File: config.mk
export PLATFORM = sky130hd
export DESIGN_NAME = udc_counter
export DESIGN_NICKNAME = d
export VERILOG_FILES = /design/src/rtl/udc_counter.sv
export SDC_FILE = /design/constraint.sdc
export NUM_CORES = 1
export LEC_CHECK = 0
export ABC_AREA = 0
export CORE_ASPECT_RATIO = 0.5
export CORE_MARGIN = 2
export CORE_UTILIZATION = 25
export CTS_CLUSTER_DIAMETER = 60
export DETAILED_ROUTE_END_ITERATION = 7
export SLEW_MARGIN = 10
export SYNTH_ARGS = -nofsm -noshare
export SYNTH_HDL_FRONTEND = slang
export SYNTH_SLANG_ARGS = --single-unit
export TNS_END_PERCENT = 5
File: constraint.sdc
create_clock -name udc_clk -period 2.11 [get_ports udc_clk]
set_input_delay 0.211 -clock udc_clk [delete_from_list [all_inputs] [get_ports udc_clk]]
set_output_delay 0.211 -clock udc_clk [all_outputs]
set_load 0.005 [all_outputs]
File: src/rtl/udc_counter.sv
`default_nettype none
//============================================================================
// Module   : udc_counter
// Purpose  : Parametrised up/down modulo counter with a built-in clock
//            prescaler. A 27-bit prescaler turns the board clock into a
//            one-cycle step event every CLK_DIVISION enabled cycles. Each step
//            moves the count one place up or down within 0..MODULUS-1.
//            Synchronous clear and load have priority over stepping. The
//            tick and terminal-count pulses allow digits to be cascaded.
//            Everything runs on udc_clk; no clock is ever derived.
// Ports    : udc_clk       in   1      system clock, rising edge
//            udc_rst_n     in   1      asynchronous reset, active-low
//            udc_en        in   1      count enable (gates prescaler + step)
//            udc_clr       in   1      synchronous clear (highest priority)
//            udc_dir       in   1      1 = up, 0 = down (sampled at step)
//            udc_load      in   1      synchronous load strobe
//            udc_load_val  in   WIDTH  load value (clamped to MODULUS-1)
//            udc_out       out  WIDTH  current count (registered)
//            udc_tick      out  1      pulse: count stepped this cycle
//            udc_tc        out  1      pulse: count wrapped / hit a boundary
// Config   : UDC_SATURATE_EN - when defined the count holds at its boundaries
//            instead of wrapping. udc_tc still pulses on each such step.
// Revision : 1.0 - initial release
//============================================================================
module udc_counter #(
    parameter int          WIDTH        = 4,
    parameter int          MODULUS      = 10,
    parameter logic [26:0] CLK_DIVISION = 27'd100000000
) (
    input  logic             udc_clk,
    input  logic             udc_rst_n,
    input  logic             udc_en,
    input  logic             udc_clr,
    input  logic             udc_dir,
    input  logic             udc_load,
    input  logic [WIDTH-1:0] udc_load_val,
    output logic [WIDTH-1:0] udc_out,
    output logic             udc_tick,
    output logic             udc_tc
);

    // The range comparisons use WIDTH+1 bits. MODULUS may equal 2**WIDTH,
    // and that value does not fit in WIDTH bits.
    localparam logic [WIDTH:0]   c_MOD      = (WIDTH+1)'(MODULUS);
    localparam logic [WIDTH-1:0] c_MAX      = WIDTH'(MODULUS - 1);
    localparam logic [26:0]      c_DIV_LAST = CLK_DIVISION - 27'd1;

    logic [26:0]      div_cnt_q, div_cnt_d;
    logic [WIDTH-1:0] out_q,     out_d;
    logic             tick_q,    tick_d;
    logic             tc_q,      tc_d;

    logic             step_evt;
    logic             load_over;
    logic             out_range;
    logic             at_max;
    logic             at_zero;

    assign step_evt  = udc_en && (div_cnt_q == c_DIV_LAST);
    assign load_over = {1'b0, udc_load_val} >= c_MOD;
    assign out_range = {1'b0, out_q} >= c_MOD;
    assign at_max    = (out_q == c_MAX);
    assign at_zero   = (out_q == '0);

    always_comb begin
        div_cnt_d = div_cnt_q;
        out_d     = out_q;
        tick_d    = 1'b0;
        tc_d      = 1'b0;

        if (udc_clr) begin
            div_cnt_d = '0;
            out_d     = '0;
        end else if (udc_load) begin
            div_cnt_d = '0;
            out_d     = load_over ? c_MAX : udc_load_val;
        end else if (udc_en) begin
            div_cnt_d = step_evt ? 27'd0 : div_cnt_q + 27'd1;
            if (step_evt) begin
                tick_d = 1'b1;
                if (udc_dir) begin
                    // An out-of-range count cannot be reached. If it occurs,
                    // the next up-step returns the count to 0 and udc_tc stays low.
                    if (out_range) begin
                        out_d = '0;
                    end else if (at_max) begin
                        tc_d = 1'b1;
`ifdef UDC_SATURATE_EN
                        out_d = c_MAX;
`else
                        out_d = '0;
`endif
                    end else begin
                        out_d = out_q + WIDTH'(1);
                    end
                end else begin
                    if (out_range) begin
                        out_d = c_MAX;
                    end else if (at_zero) begin
                        tc_d = 1'b1;
`ifdef UDC_SATURATE_EN
                        out_d = '0;
`else
                        out_d = c_MAX;
`endif
                    end else begin
                        out_d = out_q - WIDTH'(1);
                    end
                end
            end
        end
    end

    always_ff @(posedge udc_clk or negedge udc_rst_n) begin
        if (!udc_rst_n) begin
            div_cnt_q <= '0;
            out_q     <= '0;
            tick_q    <= 1'b0;
            tc_q      <= 1'b0;
        end else begin
            div_cnt_q <= div_cnt_d;
            out_q     <= out_d;
            tick_q    <= tick_d;
            tc_q      <= tc_d;
        end
    end

    assign udc_out  = out_q;
    assign udc_tick = tick_q;
    assign udc_tc   = tc_q;

endmodule
`default_nettype wire

# == Word level (Yosys, flattened, before mapping) ==
# Cells that the tools add are included.
# classes
n_lt_le_gt_ge,2
addsub,3
eq_ne,2
mux,27
reduce_logical,5
# ops
cell,n
$mux W27,4
$mux W4,10
$add A27 B1 Y27 const B,1
$eq A27 B27 Y1 const B,1
$mux W1,13
$ge A4 B4 Y1 const B,2
$reduce_bool A3 Y1,2
$add A4 B1 Y4 const B,1
$eq A4 B4 Y1 const B,1
$logic_not A4 Y1,1
$sub A4 B1 Y4 const B,1
$reduce_and A2 Y1,1
$logic_and A1 B1 Y1,1
# totals
word_cells,43
reg_bits,33
out_inout_bits,6
input_bits,10

# == Longest topological paths before layout ==
# Gate-level depths: netlist of run 1.
# logic_depth
ltp_word,8
depth_mapped,6
ltp_nobuf,5

# == Least setup slack after synthesis of run 1 ==
# OpenSTA, ideal clock, no wires.
# synth_timing
path_type,register to register
startpoint,reg div_cnt_q[17]
endpoint,"reg out_q[2], in the netlist udc_out[2]"
setup_ns,0.120
t_arrival_ns,1.735
path_stages_with_launch,5
slack_ns,0.254
required_time_ns,1.990
cell_sequence,dfrtp_1 nor4b_1 nand4_1 or4b_1 a31o_2
# synth_via
elab_chain_cells,4
# synth_rtl
item,line_no,rtl
start: declaration,48,"logic [26:0] div_cnt_q, div_cnt_d;"
start signal: assignment,121,div_cnt_q <= div_cnt_d;
$eq A27 B27 Y1,59,assign step_evt = udc_en && (div_cnt_q == c_DIV_LAST);
$logic_and A1 B1 Y1,59,
$reduce_bool A3 Y1 (no line),-,
$reduce_and A2 Y1 (no line),-,
end signal: assignment,122,out_q <= out_d;
end: declaration,49,"logic [WIDTH-1:0] out_q, out_d;"
# Every way passes these cells.
# A chain may end at the register's enable or synchronous reset.

# == Final worst setup path of run 1 ==
# layout_timing
startpoint,reg div_cnt_q[4]
endpoint,reg div_cnt_q[25]
# layout_via
elab_chain_cells,6
word_cells_on_any_way,7
cone_classes,add/sub: 1; eq/ne: 1; mux: 4; reduce/logical: 1
# layout_rtl
item,line_no,rtl
"parallel branches: the longest is 2 deep, another holds $add A27 B1 Y27",-,
$mux W27 (*),78,div_cnt_d = step_evt ? 27'd0 : div_cnt_q + 27'd1;
$mux W27 (*),77,end else if (udc_en) begin
$mux W27 (*),74,end else if (udc_load) begin
$mux W27 (*),71,if (udc_clr) begin
# Every way passes the cells marked *. The select of a mux whose other input is x is not followed.

==> summary.md, run 1 <==
| Metric | Value |
|---|---|
| Reg2Reg Depth | 4 |
| Net switching fraction of the power | 19.86% |
| Slew margin rel. | 63.59% |
| Mapped Area | 0.002023 sq mm |
| Drt total wl | 5.179 mm |
| Required @ worst endpoint | 2.25 ns |
| Worst Hold Class | in2async |
| Routed WL per cell | 14.35 um |
| Top cell type's share of synthesized area | 40.82% |
| TritonRoute pass-1 iters | 4 |
| Worst setup path category | reg2reg |
| Max-slew violation count | 0 |
| Area after DPL | 0.002389 sq mm |
| Vias in the first global route | 1848 |
| Die footprint | 0.008872 sq mm |
| IO Port Bufs | 15 |
| Static Leak | 0.9491 nW |
| Bufs on Longest Clock Path | 2 |
| Antenna Cells | 0 |
| Placed Cells | 353 |
| Final core occ | 32.70% |
| Yosys warns | 0 |
| Post-Route Setup TNS | 0 ns |
| Nets@finish | 259 |
| Share of the yosys chip area belonging to registers | 40.82% |
| Clock transition at path regs | 0.06 ns |
| Final HPWL DP | 3.750 mm |
| Area contributors post-synth | dfrtp_1 41%, a21oi_1 4.0%, xnor2_1 3.9%, nor2_1 3.5%, o31ai_1 3.3% |
| Post-synthesis cell type count | 56 |
| Drt initial violations | 89 |
| Worst slew pin tran | 0.5448 ns |
| Final Cycle Share | 92.90% |
| Post-route minimum period | 1.960 ns |
| Clock skew | 0.006622 ns |
| Final setup violation count | 0 |
| Post-route ant nets | 0 |
| Num rows | 23 |
| Register bit total from synthesis | 33 |
| Top Ports | 16 |
| Post-synth EDFFs | 0 |
| Peak Freq | 510.2 MHz |
| Seq pwr share | 37.9% |
| Layout cells sized above 1 | 17.27% |
| Vias/cell | 5.122 |
| R2R Path Start | div_cnt_q[4] |
| Syn avg cell area | 9.196 sq um |
| Net Count, Synth | 231 |
| Core ar. | 0.007914 sq mm |
| Top_reg_cell synth | dfrtp_1 |
| RSZ-0062 raised after global routing | no |
| CTS tree | built |
| Initial Utilization | 25.57% |
| Fin area | 0.002587 sq mm |
| Crit Reg-Reg Endpoint | div_cnt_q[25] |
| Grt ovf | 0 |
| Die W | 131.2 um |
| Global-route wire length before repair | 8.631 mm |
| Gate power share | 6.9% |
| Initial antenna violation count | 0 |
| Final hold violation count | 0 |
| H-tree level count | 2 |
| Flop2flop setup slack | 0.15 ns |
| Root Buffer | clkbuf_16 |
| Hold Buf Count CTS | 0 |
| Pwr Density | 660.4 mW/mm^2 |
| Ys async rst share | 100.0% |
| Clock latency on the worst-skew pair | 0.28 ns |
| # DRC | 0 |
| Synth-to-Final Area Change | 27.89% |
| Critical Path AT | 2.10 ns |
| Status | finished, final reports clean |
| Area leader, netlist | dfrtp_1 |
| GRT Total Usage | 11.94% |
| Crit Path Max Fanout | 10 |
| Net switching power | 0.3394 mW |
| Final Wtd Congestion | 0.8663 |
| Pin count of the biggest net entering global routing | 34 |
| Num Clock Sinks | 33 |
| Die height | 67.61 um |
| Clock group share of total power | 55.2% |
| Max Cap Viol | 0 |
| Max VDD drop | 0.3164 mV |
| Setup crit end kind | flop |
| Setup crit start kind | flop |
| Non-Filler Instances | 361 |
| DR vias | 1849 |
| Post-Syn Instances | 220 |
| CTS Buf Count | 5 |
| Int Pwr | 1.369 mW |
[cells by family (layout without fill, tap and decap cells)]
kind of cell / after synthesis / after routing / synth area share (%)
simple gates: 102 / 102 / 31.05
compound gates: 55 / 55 / 18.37
flops: 33 / 33 / 40.82
buf+inv: 17 / 46 / 3.896
xor+xnor: 11 / 11 / 4.762
fa+ha+maj: 1 / 1 / 0.6183
mux: 1 / 1 / 0.4948
[worst max-delay path by stage]
stage                              from       endpoint
after global placement           udc_en  div_cnt_q[21]
after CTS                  div_cnt_q[0]     udc_out[2]
final                      div_cnt_q[4]  div_cnt_q[25]
after detailed placement         udc_en  div_cnt_q[25]
after floorplan           div_cnt_q[17]     udc_out[2]
after global routing      div_cnt_q[17]     udc_out[2]
[cell usage in the layout (no fill, tap or decap), types with 2 or more instances in the layout]
cell type	n
nand3b_1	2
nand4_1	9
clkbuf_16	5
or2_2	2
a2111oi_0	2
nor2_1	19
clkdlybuf4s50_1	15
nand3_1	5
nor4_1	5
o31a_1	2
bufinv_16	2
or4_1	9
or3_1	6
and3_1	3
inv_1	5
xor2_1	2
o31ai_1	9
and4_1	2
dfrtp_1	33
nor4bb_1	2
nor2b_1	2
nor4b_1	2
nand2b_1	2
nand2_1	13
and3_2	3
o21ai_0	10
buf_4	18
o41ai_1	3
a21oi_1	16
nor3_1	4
xnor2_1	9
[final cells by class]
class / count / area (sq um)
multi-input cells: 170 / 1127
clock inverters: 3 / 65.06
fillers: 802 / 5326
clock buffers: 5 / 125.1
flip-flops and latches: 33 / 825.8
inverters: 5 / 18.77
well taps: 112 / 140.1
repair buffers: 33 / 285.3
[what timing repair did]
action	in CTS	in global routing
resized for setup	0	3
setup endpoints to repair	0	7
buffers inserted	0	0
[power groups by stage]
stage | Combinational, mW | Sequential, mW | Clock (mW)
floorplan | 0.0550 | 0.655 | 0
global placement | 0.116 | 0.658 | 0
detailed placement | 0.119 | 0.659 | 0
CTS | 0.119 | 0.647 | 0.960
global route | 0.131 | 0.649 | 0.984
finish | 0.118 | 0.648 | 0.943
[critical path, cell delays in order, from the launching register on]
cell and delay (ns):
dfrtp_1 0.47, nand4_4 0.19, or4_2 0.72, o311ai_0 0.31, o41ai_1 0.12
[through the flow]
| step | hold WS (ns) | worst slack (ns) | total power [mW] |
|---|---|---|---|
| after floorplan | -0.08459 | 0.2545 | 0.7099 |
| after global placement | 0.5310 | 0.08088 | 0.7736 |
| after detailed placement | 0.5436 | 0.03947 | 0.7772 |
| after CTS | 0.3651 | 0.1268 | 1.726 |
| after global routing | 0.3983 | 0.01189 | 1.764 |
| final | 0.3476 | 0.1498 | 1.709 |
[synth_stat cells, drive strengths merged (4+ instances only)]
library cell,instances
o21ai,11
a21oi,17
inv,5
nand2,13
nor4,5
nand3,5
nand4,10
or4,11
clkbuf,10
xnor2,9
nor3,4
or3,7
o31ai,9
and3,6
nor2,19
dfrtp,33
[routing by layer]
layer	global-route usage (%)	routed length, um
met2	20.53	2457
met4	4.755	80
met1	15.58	2477
met5	0	0
met3	1.652	163
[sequential cells by signal, indices dropped and copies added, names as in the netlist]
| register | cells |
|---|---|
| div_cnt_q | 27 |
| udc_out | 4 |
| udc_tc | 1 |
| udc_tick | 1 |
Power figures use the tool's default switching activity.
==> run 2: changes to the inputs <==
Settings changed: ABC_CLOCK_PERIOD_IN_PS set to 2110.
==> results of run 2 <==
Same layout as run 1: the final DEF is identical, and so are final timing and power.
==> run 3: changes to the inputs <==
Settings changed: REMOVE_ABC_BUFFERS set to 1.
==> run 3 against run 2 <==
Against the previous run:
- utilization fell by 0.30 points
- final area shrank 0.92%
- sequential power barely moved
- sequential share of layout area rose by 0.30 points
- combinational power about the same
- clock skew shrank 0.0028 ns
- wire length decreased by 2.2%
- power is 5.5% lower
- global-route usage down 0.27 points
- clock power is 9.9% lower
- sequential cell count did not move
==> summary.md, run 3 (synthesis results as in run 1) <==
| Metric | Value |
|---|---|
| GRT Total Usage | 11.67% (was 11.94%) |
| Static Leak | 0.9369 nW (was 0.9491 nW) |
| CP max stage delay | 0.72 ns (about the same) |
| Max-slew violation count | 0 (unchanged) |
| Met3 Resource Use GR | 2.477% (was 1.652%) |
| Overall power | 1.615 mW (was 1.709 mW) |
| Worst-path cell chain | nand4_4 > or4_2 > o311ai_0 > o41ai_1 (unchanged) |
| Root Buffer | clkbuf_16 (unchanged) |
| R2R Path Start | div_cnt_q[4] (unchanged) |
| Reg2Reg Depth | 4 (unchanged) |
| CTS resizes | 0 (unchanged) |
| Max VDD drop | 0.3569 mV (was 0.3164 mV) |
| Top Ports | 16 (unchanged) |
| Crit Path Max Fanout | 10 (unchanged) |
| Global-route wire length before repair | 8.431 mm (was 8.631 mm) |
| Final setup margin | 0.1433 ns (was 0.1498 ns) |
| Status | finished, final reports clean (unchanged) |
| Hold Buf Count CTS | 0 (unchanged) |
| Clock skew | 0.003822 ns (was 0.006622 ns) |
| Met1 Track Usage GR | 14.78% (was 15.58%) |
| Top reg by flops | div_cnt_q (unchanged) |
| Final Cycle Share | 93.21% (was 92.90%) |
| CTS Buf Count | 5 (unchanged) |
| Placed Cells | 352 (was 353) |
| DR vias | 1840 (was 1849) |
| Num Clock Sinks | 33 (unchanged) |
| Clock transition at path regs | 0.05 ns (was 0.06 ns) |
| Post-route ant nets | 0 (unchanged) |
| TritonRoute pass-1 iters | 4 (unchanged) |
| Final hold slack | 0.3507 ns (was 0.3476 ns) |
| H-tree level count | 2 (unchanged) |
| Leading cell type in the layout, fill and taps excluded | dfrtp_1 (unchanged) |
| Layout cells sized above 1 | 16.53% (was 17.27%) |
| Crit Reg-Reg Endpoint | div_cnt_q[25] (unchanged) |
| Clock group share of total power | 52.6% (was 55.2%) |
| Core ar. | 0.007914 sq mm (unchanged) |
| # DRC | 0 (unchanged) |
| Antenna Cells | 0 (unchanged) |
| Nets@finish | 258 (was 259) |
| Most frequent cells in the layout | 33 x dfrtp_1, 19 x nor2_1, 17 x buf_4 (was 33 x dfrtp_1, 19 x nor2_1, 18 x buf_4) |
| Die footprint | 0.008872 sq mm (unchanged) |
| IO Port Bufs | 15 (unchanged) |
| Net switching power | 0.3325 mW (was 0.3394 mW) |
| Num rows | 23 (unchanged) |
| Met2 Resource Use GR | 20.53% (unchanged) |
| Final HPWL DP | 3.700 mm (was 3.750 mm) |
| Vias in the first global route | 1801 (was 1848) |
| Busiest grt layer | met2 (unchanged) |
| Drt initial violations | 100 (was 89) |
| Final Wtd Congestion | 0.8187 (was 0.8663) |
| Slew margin rel. | 64.73% (was 63.59%) |
| Fillers | 805 (was 802) |
| Grt ovf | 0 (unchanged) |
| Initial antenna violation count | 0 (unchanged) |
| WP buf/inv | 0 (unchanged) |
| Die W | 131.2 um (unchanged) |
| Max Cap Viol | 0 (unchanged) |
| Worst setup path category | reg2reg (unchanged) |
| Setup crit start kind | flop (unchanged) |
| CTS tree | built (unchanged) |
| Die height | 67.61 um (unchanged) |
| Pin count of the biggest net entering global routing | 34 (unchanged) |
| Final setup violation count | 0 (unchanged) |
| Synth-to-Final Area Change | 26.72% (was 27.89%) |
| Vias/cell | 5.111 (was 5.122) |
| Flop2flop setup slack | 0.14 ns (was 0.15 ns) |
| RSZ-0062 raised after global routing | no (unchanged) |
| Required @ worst endpoint | 2.25 ns (about the same) |
| Int Pwr | 1.283 mW (was 1.369 mW) |
| Worst slew pin tran | 0.5278 ns (was 0.5448 ns) |
| Non-Filler Instances | 360 (was 361) |
| Pwr Density | 630.1 mW/mm^2 (was 660.4 mW/mm^2) |
| Slowest cell on crit path | or4_2 (unchanged) |
| Bufs on Longest Clock Path | 2 (unchanged) |
| Net switching fraction of the power | 20.59% (was 19.86%) |
| Final hold violation count | 0 (unchanged) |
| Setup crit end kind | flop (unchanged) |
| Max reg flops | 27 (unchanged) |
| Initial Utilization | 25.57% (unchanged) |
| Pre-CTS WS | 0.01996 ns (was 0.03947 ns) |
| Postcts setup bufs | 0 (unchanged) |
| Drt total wl | 5.064 mm (was 5.179 mm) |
| Seq pwr share | 40.1% (was 37.9%) |
| Fin area | 0.002564 sq mm (was 0.002587 sq mm) |
| Post-Route Setup TNS | 0 ns (unchanged) |
| Clock latency on the worst-skew pair | 0.27 ns (was 0.28 ns) |
| Final core occ | 32.40% (was 32.70%) |
| Peak Freq | 508.5 MHz (was 510.2 MHz) |
| Worst Hold Class | in2async (unchanged) |
| Delay-heaviest family, CP | simple AND/OR/NAND/NOR gates (unchanged) |
| Routed WL per cell | 14.07 um (was 14.35 um) |
| Area after DPL | 0.002381 sq mm (was 0.002389 sq mm) |
| Gate power share | 7.3% (was 6.9%) |
| Post-route minimum period | 1.967 ns (was 1.960 ns) |
| Critical Path AT | 2.10 ns (about the same) |
==> run 3: changes by cell type in the layout (fill, tap and decap cells not counted) <==
cell        delta
clkinv_2       -1
ha_1           +1
clkinvlp_4     +1
bufinv_16      -1
ha_2           -1
or2_0          +1
clkbuf_8       +1
buf_4          -1
or2_1          -1
==> run 3: how the worst max path moves through the flow <==
stage             startpoint            end  depth (start not counted)
2_1_floorplan  div_cnt_q[17]  div_cnt_q[23]                          4
3_3_place_gp          udc_en  div_cnt_q[25]                          5
3_5_place_dp          udc_en  div_cnt_q[25]                          5
4_1_cts         div_cnt_q[9]     udc_out[2]                          4
5_1_grt         div_cnt_q[4]  div_cnt_q[25]                          4
6_report        div_cnt_q[4]  div_cnt_q[25]                          4
==> run 3: area by class of cell <==
class | instances | area, sq um | share of cell area (%)
timing repair buffer | 32 | 277.8 | 10.83
sequential | 33 | 825.8 | 32.21
clock inverter | 2 | 37.54 | 1.464
clock buffer | 6 | 138.9 | 5.417
inverter | 5 | 18.77 | 0.7321
tap | 112 | 140.1 | 5.466
multi-input combinational | 170 | 1125 | 43.88
==> run 3: power by group through the flow <==
stage                     Combinational [mW]  Sequential, mW  Clock, mW
after CTS                              0.118           0.647      0.866
after floorplan                       0.0397           0.659          0
after detailed placement               0.117           0.658          0
after global placement                 0.116           0.658          0
final                                  0.118           0.648      0.850
after global routing                   0.129           0.648      0.902
==> run 3: metal layers <==
metal	routed length, um	up-vias
li1	-	902
met1	2431	907
met3	188	2
met4	27	0
met5	0	-
met2	2417	29
